File: src/rtl/matmul_pkg.sv
// Shared types and helpers for the matmul_engine codebase slice.
package matmul_pkg;

    typedef enum logic [2:0] {
        IDLE  = 3'd0,
        FETCH = 3'd1,
        DRAIN = 3'd2,
        CALC  = 3'd3,
        DONE  = 3'd4
    } state_t;

    // Ceiling log2; clog2(1) = 0.
    function automatic int clog2(input int v);
        int r;
        r = 0;
        while ((1 << r) < v) begin
            r = r + 1;
        end
        return r;
    endfunction

    localparam int DEF_DATA_W = 8;
    localparam int DEF_N      = 2;
    localparam int ELEMS      = DEF_N * DEF_N;
    localparam int ACC_W      = 2 * DEF_DATA_W + clog2(DEF_N);

endpackage

File: src/rtl/matmul_mac.sv
// Combinational multiply-add with saturating or wrapping reduction to DATA_W.
module matmul_mac
    import matmul_pkg::*;
#(
    parameter int DATA_W = 8,
    parameter int ACC_W  = 17
) (
    input  logic [ACC_W-1:0]  i_acc,
    input  logic [DATA_W-1:0] i_a,
    input  logic [DATA_W-1:0] i_b,
    input  logic              i_sat,
    output logic [ACC_W-1:0]  o_sum,
    output logic [DATA_W-1:0] o_c
);

    logic [2*DATA_W-1:0] w_prod;

    assign w_prod = {{DATA_W{1'b0}}, i_a} * {{DATA_W{1'b0}}, i_b};
    assign o_sum  = i_acc + ACC_W'(w_prod);

    // Any set bit above DATA_W means the sum exceeds the output range.
    always_comb begin
        if (i_sat && (|o_sum[ACC_W-1:DATA_W])) begin
            o_c = {DATA_W{1'b1}};
        end else begin
            o_c = o_sum[DATA_W-1:0];
        end
    end

endmodule

File: src/rtl/matmul_engine.sv
// NxN unsigned matrix multiply: fetches A and B from RAM, then one MAC per cycle.
module matmul_engine
    import matmul_pkg::*;
#(
    parameter int DATA_W = 8,
    parameter int N      = 2,
    parameter int ADDR_W = 6,
    parameter int A_BASE = 0,
    parameter int B_BASE = N * N
) (
    input  logic                       clk,
    input  logic                       rst,
    input  logic                       en,
    input  logic                       sat_en,
    input  logic [DATA_W-1:0]          data_i,
    output logic [ADDR_W-1:0]          addr_o,
    output logic [N*N*DATA_W-1:0]      c_o,
    output logic                       busy_o,
    output logic                       done_o
);

    localparam int M_ELEMS = N * N;
    localparam int M_ACC_W = 2 * DATA_W + clog2(N);
    localparam int IDX_W   = (clog2(2 * M_ELEMS) < 1) ? 1 : clog2(2 * M_ELEMS);
    localparam int CNT_W   = clog2(N) + 1;

    state_t                  r_state;
    logic [IDX_W-1:0]        r_idx;
    logic [CNT_W-1:0]        r_i;
    logic [CNT_W-1:0]        r_j;
    logic [CNT_W-1:0]        r_k;
    logic [M_ACC_W-1:0]      r_acc;
    logic                    r_sat;
    logic [ADDR_W-1:0]       r_addr;
    logic [N*N*DATA_W-1:0]   r_c;
    logic                    r_busy;
    logic                    r_done;
    logic [DATA_W-1:0]       r_buf [2*M_ELEMS];

    logic [IDX_W-1:0]        w_next_idx;
    logic [IDX_W-1:0]        w_wr_idx;
    logic [IDX_W-1:0]        w_a_idx;
    logic [IDX_W-1:0]        w_b_idx;
    logic [ADDR_W-1:0]       w_next_addr;
    logic [DATA_W-1:0]       w_a;
    logic [DATA_W-1:0]       w_b;
    logic [M_ACC_W-1:0]      w_sum;
    logic [DATA_W-1:0]       w_c;
    logic                    w_k_last;
    logic                    w_j_last;
    logic                    w_i_last;

    // A occupies buffer slots [0, ELEMS), B occupies [ELEMS, 2*ELEMS).
    assign w_next_idx = r_idx + IDX_W'(1);
    assign w_wr_idx   = r_idx - IDX_W'(1);
    assign w_a_idx    = IDX_W'(int'(r_i) * N + int'(r_k));
    assign w_b_idx    = IDX_W'(M_ELEMS + int'(r_k) * N + int'(r_j));
    assign w_a        = r_buf[w_a_idx];
    assign w_b        = r_buf[w_b_idx];
    assign w_k_last   = (r_k == CNT_W'(N - 1));
    assign w_j_last   = (r_j == CNT_W'(N - 1));
    assign w_i_last   = (r_i == CNT_W'(N - 1));

    // RAM address for the next fetch index.
    always_comb begin
        if (int'(w_next_idx) < M_ELEMS) begin
            w_next_addr = ADDR_W'(A_BASE + int'(w_next_idx));
        end else begin
            w_next_addr = ADDR_W'(B_BASE + int'(w_next_idx) - M_ELEMS);
        end
    end

    matmul_mac #(
        .DATA_W (DATA_W),
        .ACC_W  (M_ACC_W)
    ) u_mac (
        .i_acc  (r_acc),
        .i_a    (w_a),
        .i_b    (w_b),
        .i_sat  (r_sat),
        .o_sum  (w_sum),
        .o_c    (w_c)
    );

    // Control FSM, fetch buffers, accumulator and result register.
    always_ff @(posedge clk) begin
        if (rst) begin
            r_state <= IDLE;
            r_idx   <= '0;
            r_i     <= '0;
            r_j     <= '0;
            r_k     <= '0;
            r_acc   <= '0;
            r_sat   <= 1'b0;
            r_addr  <= '0;
            r_c     <= '0;
            r_busy  <= 1'b0;
            r_done  <= 1'b0;
            for (int e = 0; e < 2 * M_ELEMS; e++) begin
                r_buf[e] <= '0;
            end
        end else begin
            case (r_state)
                IDLE: begin
                    if (en) begin
                        r_sat   <= sat_en;
                        r_c     <= '0;
                        r_idx   <= '0;
                        r_addr  <= ADDR_W'(A_BASE);
                        r_busy  <= 1'b1;
                        r_state <= FETCH;
                    end
                end
                FETCH: begin
                    // data_i carries the word addressed on the previous cycle.
                    if (r_idx != '0) begin
                        r_buf[w_wr_idx] <= data_i;
                    end
                    if (r_idx == IDX_W'(2 * M_ELEMS - 1)) begin
                        r_state <= DRAIN;
                    end else begin
                        r_idx  <= w_next_idx;
                        r_addr <= w_next_addr;
                    end
                end
                DRAIN: begin
                    r_buf[IDX_W'(2 * M_ELEMS - 1)] <= data_i;
                    r_i     <= '0;
                    r_j     <= '0;
                    r_k     <= '0;
                    r_acc   <= '0;
                    r_addr  <= '0;
                    r_state <= CALC;
                end
                CALC: begin
                    if (w_k_last) begin
                        r_c[(int'(r_i) * N + int'(r_j)) * DATA_W +: DATA_W] <= w_c;
                        r_acc <= '0;
                        r_k   <= '0;
                        if (w_j_last) begin
                            r_j <= '0;
                            if (w_i_last) begin
                                r_busy  <= 1'b0;
                                r_done  <= 1'b1;
                                r_state <= DONE;
                            end else begin
                                r_i <= r_i + CNT_W'(1);
                            end
                        end else begin
                            r_j <= r_j + CNT_W'(1);
                        end
                    end else begin
                        r_acc <= w_sum;
                        r_k   <= r_k + CNT_W'(1);
                    end
                end
                DONE: begin
                    if (!en) begin
                        r_done  <= 1'b0;
                        r_state <= IDLE;
                    end
                end
                default: begin
                    r_state <= IDLE;
                end
            endcase
        end
    end

    assign addr_o = r_addr;
    assign c_o    = r_c;
    assign busy_o = r_busy;
    assign done_o = r_done;

endmodule

File: config.mk
export PLATFORM = sky130hd
export DESIGN_NAME = matmul_engine
export DESIGN_NICKNAME = d
export VERILOG_FILES = /design/src/rtl/matmul_pkg.sv /design/src/rtl/matmul_mac.sv /design/src/rtl/matmul_engine.sv
export SDC_FILE = /design/constraint.sdc
export NUM_CORES = 1
export LEC_CHECK = 0
export CAP_MARGIN = 20
export CORE_MARGIN = 3
export CORE_UTILIZATION = 60
export DETAILED_ROUTE_END_ITERATION = 10
export GPL_TIMING_DRIVEN = 1
export HOLD_SLACK_MARGIN = 0.05
export PLACE_DENSITY = 0.8
export SETUP_SLACK_MARGIN = 0.15
export SLEW_MARGIN = 20
export SYNTH_ARGS = -nofsm -noshare
export SYNTH_HDL_FRONTEND = slang
export SYNTH_HIERARCHICAL = 1
export SYNTH_SLANG_ARGS = --single-unit
File: constraint.sdc
create_clock -name clk -period 8.2 [get_ports clk]
set_input_delay 1.64 -clock clk [delete_from_list [all_inputs] [get_ports clk]]
set_output_delay 1.64 -clock clk [all_outputs]
set_load 0.05 [all_outputs]
==> results_dict.tcl, run 1 <==
set metrics [dict create \
    htreeDepth 4 \
    dp_hpwl_mm 15.3 \
    worstPathRequired_ns 8.50 \
    cts_root_buffer "clkbuf_16" \
    vias 6644 \
    dr.first_iter.drc_count 498 \
    area_delta_synth_final_pct 12.0 \
    drcViolationCount 0 \
    yosys.area.top_type "edfxtp_1" \
    startpoint_type "flop" \
    power_per_cell_area_nw_per_um2 164 \
    slew_violations 0 \
    wl_per_cell_um 18.8 \
    rows 44 \
    critPathBufInv 3 \
    nNetsFinal 1031 \
    dieArea_um2 17100 \
    synth_area_leaders "edfxtp_1 (21%), dfxtp_1 (14%), fa_1 (11%)" \
    final_antenna_net_count 0 \
    period_minus_slack_ns 6.84 \
    fin_tns_setup_ns 0 \
    cts_resized 0 \
    numCtsBuffers 17 \
    ys_ff_latch 131 \
    clk_pin_slew_ns 0.05 \
    synthCells 885 \
    layout_commonest_cell "inv_1" \
    cts_tree "built" \
    postCtsHoldBufs 0 \
    leakage_nw 4.35 \
    grt_pass1_vias 6879 \
    insertion_delay_ns 0.42 \
    syn_area_um2 9340 \
    start_util 0.629 \
    viasPerCell 5.95 \
    yosysSeqAreaShare 0.349 \
    grt_max_degree 52 \
    avgSynthCellArea_um2 10.6 \
    ys_dominant_reg_cell "dfxtp_1" \
    post-place-ws_ns 1.39 \
    fmax_mhz 146 \
    regArea_um2 3260 \
    cts_max_path_buffers 2 \
    gp_congestion 0.880 \
    final_cell_mix "inv_1 (109), and2_1 (92), nand2_1 (79), dfxtp_1 (67), edfxtp_1 (64)" \
    crit_type "flop to flop" \
    diodes 0 \
    n_fill_cell 1050 \
    die_h_um 131 \
    arrival_ns 7.14 \
    cp_slowest_cell "dfxtp_1" \
    grtUsageTotal 0.263 \
    ys_warn_count 6 \
    cp_max_fo 12 \
    cp_top_family "adder cells" \
    dpl-instance-area_um2 9870 \
    drv_cap 0 \
    hold_path_class "flop to flop" \
    grt_overflow 0 \
    die_w_um 131 \
    cp_cell_sequence "buf_4 -> mux4_2 -> mux2_2 -> and2_1 -> fa_1 -> fa_1 -> fa_1 -> inv_1 -> fa_1 -> inv_1 -> ha_1 -> a211oi_2 -> nor3b_2 -> or4_4 -> a221oi_2 -> o211ai_2 -> nor3_1 -> a21oi_1 -> a22o_1" \
    synth-edff-count 64 \
    final_layout_size_suffix_gt1_frac 0.126 \
    post_cts_buffers 0 \
    drt-pass1-iter-count 5 \
    final_area_um2 10500 \
    outcome "completed" \
    rsz0062_at_grt "no" \
    drt-total-wl_mm 21.0 \
    cpMostUsedCell "fa_1" \
    finClkSkew_ns 0.0101 \
    grt_pass1_wl_mm 34.5 \
    portBuffers 48 \
    core_area_um2 14900 \
    report.final.setup_viol 0 \
    multi_input_area_um2 5470 \
    final-hold-violation-count 0 \
    yosysUniqueCellTypes 84 \
    synth_top_area_frac 0.206 \
    finalCritPeriodShare 0.834 \
    ios 52 \
    crit_path_end_kind "flop" \
    antenna_found_initial 0 \
    finalPower_mw 1.71 \
    finalWorstSetupSlack_ns 1.36 \
    max-slew-margin-rel 0.298 \
    tightestPinTransition_ns 1.05 \
    critical_path.max_stage_delay_ns 0.67 \
    cts_num_sinks 131 \
    peakVddDrop_mv 0.135 \
    ys_async_sr_fraction 0 \
]
area by class of cell:
type / instances / share of cell area
clock buffers: 23 / 0.0470
well taps: 184 / 0.0220
multi-input cells: 609 / 0.523
repair buffers: 51 / 0.0476
flip-flops and latches: 131 / 0.312
clock inverters: 9 / 0.00981
inverters: 109 / 0.0391
routing by layer:
| metal | up-vias | global-route usage | wire (um) |
|---|---|---|---|
| met2 | 185 | 0.449 | 10600 |
| met3 | 35 | 0.0589 | 1230 |
| met5 | - | 0 | 0 |
| met1 | 3295 | 0.335 | 8740 |
| met4 | 0 | 0.0859 | 418 |
| li1 | 3129 | - | - |
sequential cells by signal (all words and copies together), names as in the netlist, 2 cells and up:
name / flops
c_o: 32
r_acc: 17
addr_o: 3
r_idx: 3
r_buf: 64
r_k: 2
r_state: 3
r_j: 2
r_i: 2
worst reg2reg max path, stage by stage (launching register included):
cell	delay, ns
dfxtp_1	0.67
buf_4	0.37
mux4_2	0.56
mux2_2	0.37
and2_1	0.21
fa_1	0.50
fa_1	0.53
fa_1	0.55
inv_1	0.05
fa_1	0.52
inv_1	0.04
ha_1	0.38
a211oi_2	0.24
nor3b_2	0.11
or4_4	0.43
a221oi_2	0.27
o211ai_2	0.25
nor3_1	0.24
a21oi_1	0.18
a22o_1	0.24
kinds of logic after synthesis:
family	synth area share
and+or+nand+nor	0.193
adders and majority gates	0.174
AOI/OAI and AO/OA	0.0913
other	0.000401
muxes	0.115
xor gates and xnor gates	0.0110
buffers and inverters	0.0663
DFF	0.349
where the power goes:
group | switching, mW | internal (mW) | total, mW
clock | 0.272 | 0.481 | 0.753
sequential | 0.0108 | 0.700 | 0.711
combinational | 0.159 | 0.0900 | 0.249
total | 0.441 | 1.27 | 1.71
Yosys cell counts, types with 4 or more instances:
cell      count
inv_1       109
and2_1       92
nand2_1      79
dfxtp_1      67
edfxtp_1     64
fa_1         50
ha_1         50
nor2_1       47
mux4_2       32
a21oi_1      25
a22oi_1      18
mux2i_1      17
nor3_1       17
a22o_1       16
mux2_2       16
clkbuf_1     15
nor2b_1      13
buf_2        12
nand3_1       8
buf_4         6
or2_1         6
xor2_1        6
a31oi_1       5
and3_1        5
nand3b_1      5
nand4_1       5
nor3_2        5
a21o_1        4
nor3b_1       4
o21a_1        4
o21ai_0       4
or2_2         4
or3_1         4
worst paths after layout:
kind / from / endpoint / slack, ns / cells after the start
setup / recovery: r_j[0] / c_o[15] / 1.36 / 19
setup reg to reg: r_j[0] / c_o[15] / 1.36 / 19
hold reg to reg: addr_o[2] / addr_o[2] / 0.46 / 2
hold / removal: addr_o[2] / addr_o[2] / 0.46 / 2
metrics by stage:
stage / util / hold slack (ns) / cells
2_1_floorplan: - / 0.453 / 887
3_3_place_gp: 0.664 / 0.444 / 1084
3_5_place_dp: 0.664 / 0.449 / 1084
4_1_cts: 0.704 / 0.457 / 1116
5_1_grt: 0.704 / 0.474 / 1116
6_report: 0.704 / 0.456 / 1116
No activity file was read; power rests on OpenSTA's default activity.
==> inputs of run 2 (changes only) <==
==> constraint.sdc (replaced) <==
create_clock -name clk -period 6.5 [get_ports clk]
set_input_delay 1.3 -clock clk [delete_from_list [all_inputs] [get_ports clk]]
set_output_delay 1.3 -clock clk [all_outputs]
set_load 0.05 [all_outputs]
==> run 2 against run 1 <==
  * Global-route usage increased by 1.1 points
  * Hold slack improved by 0.0032 ns
  * Maximum frequency increased by 9.3%
  * Total power increased by 36%
  * Register-to-register slack got worse by 1.1 ns
  * Sequential power increased by 26%
  * Non-clock buffer count increased by 28
  * Sequential share of layout area decreased by 1.7 points
  * Clock skew decreased by 0.0030 ns
==> results_dict.tcl, run 2 (same netlist as run 1, synthesis figures left out) <==
set metrics [dict create \
    grt_pass1_wl_mm 35.6 \
    holdWs_ns 0.459 \
    globalRouteMet3Util 0.0549 \
    rsz0062_at_grt "no" \
    crit_path_end_kind "flop" \
    final_cell_mix "inv_1 (109), and2_1 (91), nand2_1 (79), edfxtp_1 (64), dfxtp_1 (63)" \
    numCtsBuffers 17 \
    leakage_nw 4.57 \
    worstPathRequired_ns 6.84 \
    top_register "r_buf" \
    start_util 0.629 \
    nNetsFinal 1059 \
    hp-start "addr_o[2]" \
    met2_usage 0.455 \
    rrSetupSlack_ns 0.24 \
    vias 7071 \
    htreeDepth 4 \
    antenna_found_initial 0 \
    area_delta_synth_final_pct 19.0 \
    whs_path_depth 2 \
    fmax_mhz 160 \
    cts_max_path_buffers 2 \
    grt_overflow 0 \
    crit_type "flop to flop" \
    finalPower_mw 2.33 \
    dp_hpwl_mm 16.0 \
    finalWorstSetupSlack_ns 0.241 \
    r2r_start "r_k[1]" \
    final_layout_size_suffix_gt1_frac 0.185 \
    startpoint_type "flop" \
    dpl-instance-area_um2 9980 \
    drt-pass1-iter-count 5 \
    finalCritPeriodShare 0.963 \
    finClkSkew_ns 0.00710 \
    rows 44 \
    peakVddDrop_mv 0.226 \
    ios 52 \
    cts_root_buffer "clkbuf_16" \
    fin_util 0.748 \
    cts_tree "built" \
    cts_num_sinks 131 \
    dieArea_um2 17100 \
    slew_violations 0 \
    drcViolationCount 0 \
    hold_end "addr_o[2]" \
    post-place-ws_ns 0.0422 \
    tightestPinTransition_ns 1.06 \
    final_area_um2 11100 \
    period_minus_slack_ns 6.26 \
    viasPerCell 6.18 \
    top_usage_layer "met2" \
    fin_tns_setup_ns 0 \
    max-slew-margin-rel 0.296 \
    final-hold-violation-count 0 \
    postCtsHoldBufs 0 \
    layout_commonest_cell "inv_1" \
    dp.cells 1095 \
    portBuffers 48 \
    grtUsageTotal 0.274 \
    die_w_um 131 \
    largest_reg_flops 64 \
    timing.rr.end "c_o[4]" \
    layout.cells.non_filler 1144 \
    wl_per_cell_um 20.8 \
    dr.first_iter.drc_count 684 \
    arrival_ns 6.60 \
    report.final.setup_viol 0 \
    final_antenna_net_count 0 \
    cp_max_fo 8 \
    outcome "completed" \
    drt-total-wl_mm 23.8 \
    rr_worst_depth 24 \
    insertion_delay_ns 0.43 \
    die_h_um 131 \
    hold_path_class "flop to flop" \
    diodes 0 \
    clk_pin_slew_ns 0.06 \
    gp_congestion 0.892 \
    drv_cap 0 \
    grt_pass1_vias 6898 \
    core_area_um2 14900 \
    power_per_cell_area_nw_per_um2 209 \
    grt_max_degree 52 \
    grtUsageMet1 0.370 \
]
-- run 2: final cells by class --
type,count,area (um^2)
Clock inverter,15,204
Inverter,109,409
Multi-Input combinational cell,609,5750
Fill cell,923,3750
Sequential cell,131,3270
Tap cell,184,230
Timing Repair Buffer,79,817
Clock buffer,17,425
-- run 2: worst max-delay path: stages (launching register included) --
cell      delay [ns]
dfxtp_4         0.37
ha_4            0.31
buf_12          0.15
mux4_2          0.30
mux2_4          0.32
and2_4          0.17
fa_1            0.53
inv_1           0.05
fa_1            0.47
inv_1           0.05
fa_1            0.52
inv_1           0.07
fa_1            0.54
inv_1           0.07
ha_4            0.28
nand4_1         0.15
a211oi_4        0.39
o41ai_4         0.17
a21oi_2         0.22
xor2_2          0.25
nor3_4          0.09
buf_12          0.17
a31oi_4         0.22
nand2_1         0.11
mux2i_1         0.20
-- run 2: worst max-delay path by stage --
| stage | slack (ns) | from | end |
|---|---|---|---|
| 2_1_floorplan | 0.18 | r_j[1] | c_o[10] |
| 3_3_place_gp | 0.25 | r_k[1] | c_o[20] |
| 3_5_place_dp | 0.04 | r_i[0] | c_o[4] |
| 4_1_cts | 0.12 | r_i[0] | c_o[4] |
| 5_1_grt | 0.04 | r_k[1] | c_o[4] |
| 6_report | 0.24 | r_k[1] | c_o[4] |
-- run 2: per-layer routing --
metal  up-vias  share of wire
met5         -              0
met4         0          0.035
met3        62          0.066
met2       331           0.50
met1      3493           0.40
li1       3185              -
-- run 2: report_power, final --
group	internal, mW	switching, mW
combinational	0.156	0.236
clock	0.645	0.393
sequential	0.882	0.0158
-- run 2: repair_timing --
action / CTS / global route
setup buffers: 0 / 15
setup endpoints to repair: 27 / 32
pin swaps: 0 / 15
gates resized for setup: 7 / 58
cloned: 0 / 2
